--- src/rtl/jt49_bus_sched.sv ---
// Round-robin scheduler sharing one jt49_bus PSG between a CPU port (A) and a
// player port (B); sequences the BDIR/BC1 latch/gap/transfer/gap bus protocol.
module jt49_bus_sched #(
  parameter int unsigned PHASE_CYC = 1
) (
  input  logic       clk,
  input  logic       rst_n,
  input  logic       a_valid,
  output logic       a_ready,
  input  logic       a_rd,
  input  logic [3:0] a_addr,
  input  logic [7:0] a_data,
  input  logic       b_valid,
  output logic       b_ready,
  input  logic       b_rd,
  input  logic [3:0] b_addr,
  input  logic [7:0] b_data,
  output logic [7:0] rdata,
  output logic       rdata_valid,
  output logic       rdata_id,
  output logic       psg_bdir,
  output logic       psg_bc1,
  output logic [7:0] psg_din,
  input  logic [7:0] psg_dout,
  output logic       busy
);

  typedef enum logic [2:0] {
    IDLE  = 3'd0,
    LATCH = 3'd1,
    GAP1  = 3'd2,
    XFER  = 3'd3,
    GAP2  = 3'd4
  } state_t;

  localparam logic [3:0] LAST_CNT = 4'(PHASE_CYC - 1);

  state_t      state_r, state_s;
  logic [3:0]  cnt_r, cnt_s;
  logic        last_grant_r, last_grant_s;
  logic        op_rd_r, op_rd_s;
  logic [3:0]  op_addr_r, op_addr_s;
  logic [7:0]  op_data_r, op_data_s;
  logic        op_id_r, op_id_s;
  logic        grant_id_s, hs_s;
  logic        bdir_s, bc1_s;
  logic [7:0]  din_s;
  logic        bdir_r, bc1_r, busy_r;
  logic [7:0]  din_r;
  logic [7:0]  rdata_r;
  logic        rdata_valid_r, rdata_id_r;

  // Arbitration: a lone requester wins, otherwise the port not granted last time
  always_comb begin
    grant_id_s = 1'b0;
    if (a_valid && b_valid) begin
      grant_id_s = ~last_grant_r;
    end else if (b_valid) begin
      grant_id_s = 1'b1;
    end else begin
      grant_id_s = 1'b0;
    end
    hs_s = (state_r == IDLE) && (a_valid || b_valid);
  end

  assign a_ready = hs_s && !grant_id_s;
  assign b_ready = hs_s && grant_id_s;

  // Next-state, op capture and the bus encoding of the upcoming state
  always_comb begin
    state_s      = state_r;
    cnt_s        = cnt_r;
    last_grant_s = last_grant_r;
    op_rd_s      = op_rd_r;
    op_addr_s    = op_addr_r;
    op_data_s    = op_data_r;
    op_id_s      = op_id_r;
    bdir_s       = 1'b0;
    bc1_s        = 1'b0;
    din_s        = 8'h00;
    case (state_r)
      IDLE: begin
        if (hs_s) begin
          state_s      = LATCH;
          cnt_s        = 4'd0;
          last_grant_s = grant_id_s;
          op_id_s      = grant_id_s;
          op_rd_s      = grant_id_s ? b_rd   : a_rd;
          op_addr_s    = grant_id_s ? b_addr : a_addr;
          op_data_s    = grant_id_s ? b_data : a_data;
        end else begin
          state_s = IDLE;
        end
      end
      LATCH: begin
        if (cnt_r == LAST_CNT) begin
          state_s = GAP1;
          cnt_s   = 4'd0;
        end else begin
          cnt_s = cnt_r + 4'd1;
        end
      end
      GAP1: begin
        state_s = XFER;
        cnt_s   = 4'd0;
      end
      XFER: begin
        if (cnt_r == LAST_CNT) begin
          state_s = GAP2;
          cnt_s   = 4'd0;
        end else begin
          cnt_s = cnt_r + 4'd1;
        end
      end
      GAP2: begin
        state_s = IDLE;
      end
      default: begin
        state_s = IDLE;
        cnt_s   = 4'd0;
      end
    endcase

    // Encoding follows state_s so the bus pins register on the same edge as the state
    case (state_s)
      LATCH: begin
        bdir_s = 1'b1;
        bc1_s  = 1'b1;
        din_s  = {4'b0000, op_addr_s};
      end
      XFER: begin
        if (op_rd_s) begin
          bc1_s = 1'b1;
        end else begin
          bdir_s = 1'b1;
          din_s  = op_data_s;
        end
      end
      default: begin
        bdir_s = 1'b0;
        bc1_s  = 1'b0;
        din_s  = 8'h00;
      end
    endcase
  end

  // State, op registers and registered bus/status outputs
  always_ff @(posedge clk or negedge rst_n) begin
    if (!rst_n) begin
      state_r       <= IDLE;
      cnt_r         <= 4'd0;
      last_grant_r  <= 1'b1;
      op_rd_r       <= 1'b0;
      op_addr_r     <= 4'h0;
      op_data_r     <= 8'h00;
      op_id_r       <= 1'b0;
      bdir_r        <= 1'b0;
      bc1_r         <= 1'b0;
      din_r         <= 8'h00;
      busy_r        <= 1'b0;
      rdata_r       <= 8'h00;
      rdata_valid_r <= 1'b0;
      rdata_id_r    <= 1'b0;
    end else begin
      state_r      <= state_s;
      cnt_r        <= cnt_s;
      last_grant_r <= last_grant_s;
      op_rd_r      <= op_rd_s;
      op_addr_r    <= op_addr_s;
      op_data_r    <= op_data_s;
      op_id_r      <= op_id_s;
      bdir_r       <= bdir_s;
      bc1_r        <= bc1_s;
      din_r        <= din_s;
      busy_r       <= (state_s != IDLE);
      // PSG read data is stable in GAP2; result is announced in the first IDLE cycle
      if ((state_r == GAP2) && op_rd_r) begin
        rdata_r       <= psg_dout;
        rdata_valid_r <= 1'b1;
        rdata_id_r    <= op_id_r;
      end else begin
        rdata_valid_r <= 1'b0;
      end
    end
  end

  assign psg_bdir    = bdir_r;
  assign psg_bc1     = bc1_r;
  assign psg_din     = din_r;
  assign busy        = busy_r;
  assign rdata       = rdata_r;
  assign rdata_valid = rdata_valid_r;
  assign rdata_id    = rdata_id_r;

endmodule

--- config.mk ---
export PLATFORM = sky130hd
export DESIGN_NAME = jt49_bus_sched
export DESIGN_NICKNAME = d
export VERILOG_FILES = /design/src/rtl/jt49_bus_sched.sv
export SDC_FILE = /design/constraint.sdc
export NUM_CORES = 1
export LEC_CHECK = 0
export CAP_MARGIN = 10
export CORE_MARGIN = 1
export CORE_UTILIZATION = 45
export CTS_CLUSTER_DIAMETER = 30
export DETAILED_ROUTE_END_ITERATION = 8
export PLACE_DENSITY = 0.88
export RECOVER_POWER = 50
export SYNTH_ARGS = -nofsm -noshare
export SYNTH_HDL_FRONTEND = slang
export SYNTH_SLANG_ARGS = --single-unit
export TNS_END_PERCENT = 1
--- constraint.sdc ---
create_clock -name clk -period 1.9 [get_ports clk]
set_clock_uncertainty 0.05 [all_clocks]
set_input_delay 0.38 -clock clk [delete_from_list [all_inputs] [get_ports clk]]
set_output_delay 0.38 -clock clk [all_outputs]
set_load 0.1 [all_outputs]
==> summary.txt <==
Critical path
  • Crit Path Category: reg2out
  • Reg-to-reg endpoint: psg_din[0]
  • Internal reg-to-reg setup slack: 0.09 ns
  • CP Cell Sequence: nor3_4 -> nand3_1 -> inv_2 -> buf_12
  • FF-to-FF Start: state_r[1]
  • Crit path launch type: flop
  • Crit. End Element: output pin
  • Required time worst endpoint: 1.47 ns
  • R2R cell count: 4
  • Largest stage delay on the critical path: 0.44 ns
  • CP arrival: 1.46 ns
  • CP Max Fanout: 5
  • Slowest stage cell on the critical path: dfrtp_1

Global routing
  • GRT overflow: 0
  • Total GRT Usage: 21.5%
  • First-pass GRT wire length: 6.59 mm
  • Largest net degree at the start of global routing: 27
  • Vias in the first global route: 1,455
  • Initial antenna violation count: 0

Yosys
  • Yosys cell types: 34
  • Most used DFF post-synth: dfrtp_1
  • Synthesized flop and latch total: 43
  • Ys Warns: 0
  • Synth Instances: 152
  • Syn avg cell area: 11.9 sq um
  • Most common cell in the netlist: dfrtp_1
  • Top-area cell type share of the netlist area: 58.2%
  • Seq/Total Area, Yosys: 59.7%
  • Synth top area cells: dfrtp_1, mux2_1, o221ai_1
  • Largest area contributor in the netlist: dfrtp_1
  • Post-synth EDFFs: 0
  • Top post-synthesis cells by count: dfrtp_1, inv_1, nor2_1
  • Synthesized area: 1810 sq um
  • Post-synth ARST share: 100%
  • Synthesized Nets: 192

Cells and area
  • Fill count: 265
  • Fin util: 70.7%
  • Area Overhead vs Synth: 46.6%
  • Share of layout cells above drive strength 1: 22.2%
  • Nets: 264
  • Diodes inserted: 0

CTS
  • Clock Latency Late Sink: 0.30 ns
  • Root Buffer Master: clkbuf_8
  • PostCTS Resize Cnt: 2
  • H-tree depth: 2
  • Clock sink count: 43
  • Clock slew at reported path FFs: 0.08 ns
  • CTS tree: yes
  • Max clock buf depth: 2
  • Post-CTS Setup Bufs: 0
  • Post-CTS Hold Buffers: 0
  • Num CTS Buffers: 5

Detailed routing
  • Drt pass-1 iters: 4
  • DR iter-0 viols: 43
  • Residual DRC count: 0
  • Post-route ant nets: 0
  • Via count: 1,443
  • Final WL: 4.23 mm
  • Routed WL per cell: 15.5 microns
  • Via/cell ratio: 5.29

STA
  • RSZ-0062 raised after global routing: yes
  • Slew HR: 12.2%
  • Min Tclk post-route: 1.89 ns
  • Crit share post-route: 99.7%
  • Slew Viols, Final: 0
  • FMAX: 0.528 GHz
  • Final setup fails: 0
  • Setup WS post-layout: 0.00641 ns
  • Post-route setup TNS: 0 ns
  • Fin. Hold Viols: 0
  • Smallest hold slack: 0.304 ns
  • Worst slew pin tran: 1.32 ns

Power and ir drop
  • Overall power: 0.00511 W
  • Pwr/cell area: 1930 nW/um^2
  • Lkg Pwr: 1.24 nW
  • VDD IR max: 932 uV

Status
  • Outcome: finished clean

Floorplan
  • Placeable Area: 3740 sq um
  • Die Width: 65.3 microns
  • Io pins: 61
  • Core Rows: 22
  • Die height: 65.3 microns
  • Initial core utilization: 48.2%
  • Die area: 4270 sq um

Flow run
  • Max capacitance violation total: 0

Placed design
  • Pre-CTS WS: -0.104 ns
  • DP Wirelength: 3.29 mm
  • Quantity of I/O buffers inserted on ports: 60
  • Gpl congestion: 0.815

Worst hold path
  • Worst hold path class: in2async
-- cell families (layout without fill, tap and decap cells) --
group,count (synthesis),in the layout,share of synthesized area [%]
buf+inv,20,93,4.57
simple gates,40,40,13.0
compound gates,36,36,14.8
xor+xnor,1,1,0.485
fa+ha+maj,2,2,1.39
mux,10,10,6.17
flops,43,43,59.7
-- worst max path at each step --
stage | cells past startpoint | startpoint | endpoint | slack, ns
detailed placement | 6 | b_valid | cnt_r[3] | -0.10
global placement | 6 | b_valid | cnt_r[2] | -0.04
global route | 4 | state_r[1] | b_ready | -0.08
floorplan | 6 | state_r[2] | psg_din[6] | 0.001
finish | 4 | state_r[1] | b_ready | 0.006
CTS | 4 | state_r[1] | a_ready | 0.01
-- cells in the final DEF (no fill, tap or decap), drive strengths merged --
| master | netlist | final |
|---|---|---|
| or3 | 1 | 1 |
| clkdlybuf4s50 | 0 | 36 |
| clkbuf | 2 | 21 |
| a221oi | 1 | 1 |
| dfstp | 1 | 1 |
| ha | 2 | 2 |
| o21a | 1 | 1 |
| nand2 | 8 | 8 |
| buf | 4 | 22 |
| o221ai | 8 | 8 |
| nand3 | 3 | 3 |
| nor3b | 3 | 3 |
| nor3 | 4 | 4 |
| nor2 | 12 | 12 |
| or3b | 1 | 1 |
| mux2i | 1 | 1 |
| xnor2 | 1 | 1 |
| nand4 | 3 | 3 |
| o21ai | 6 | 6 |
| a21oi | 2 | 2 |
| inv | 14 | 14 |
| a21o | 2 | 2 |
| nand2b | 2 | 2 |
| a222oi | 1 | 1 |
| nand3b | 1 | 1 |
| mux2 | 9 | 9 |
| o22ai | 7 | 7 |
| o21bai | 8 | 8 |
| and3 | 2 | 2 |
| dfrtp | 42 | 42 |
-- area by class of cell --
cell class,count,area (sq um),area share (%)
flip-flops and latches,43,1080,40.7
repair buffers,71,701,26.5
multi-input cells,89,657,24.8
clock buffers,8,100,3.78
well taps,48,60.1,2.27
inverters,14,52.6,1.98
-- power breakdown --
| part | total, W | switching (W) | internal [W] |
|---|---|---|---|
| logic | 0.00300 | 0.00210 | 0.000898 |
| registers | 0.00149 | 0.000203 | 0.00129 |
| clock network | 0.000625 | 0.000293 | 0.000331 |
| total | 0.00511 | 0.00259 | 0.00252 |
-- flip-flops by register name, indices dropped and copies added (netlist names) --
register / cells
op_data_r: 8
psg_din: 8
rdata: 8
cnt_r: 4
op_addr_r: 4
state_r: 3
busy: 1
last_grant_r: 1
op_id_r: 1
op_rd_r: 1
psg_bc1: 1
psg_bdir: 1
rdata_id: 1
rdata_valid: 1
-- worst max-delay path: cells and delay by family (launching register included) --
family / cells / cell delay (ns)
buffers and inverters: 2 / 0.29
flip-flops: 1 / 0.44
AND/OR/NAND/NOR: 2 / 0.43
-- stage by stage --
| stage | instances | area [sq um] |
|---|---|---|
| 4_1_cts | 273 | 2800 |
| 3_3_place_gp | 265 | 2690 |
| 3_5_place_dp | 265 | 2690 |
| 5_1_grt | 273 | 2650 |
| 6_report | 273 | 2650 |
| 2_1_floorplan | 152 | 1810 |
-- per-layer routing --
metal / global-route usage [%] / vias to the layer above / wire length (microns)
met4: 12.5 / 0 / 102
met2: 37.5 / 31 / 2250
li1: - / 685 / -
met1: 24.2 / 718 / 1740
met5: 0 / - / 0
met3: 4.34 / 9 / 132
Power figures use the tool's default switching activity.
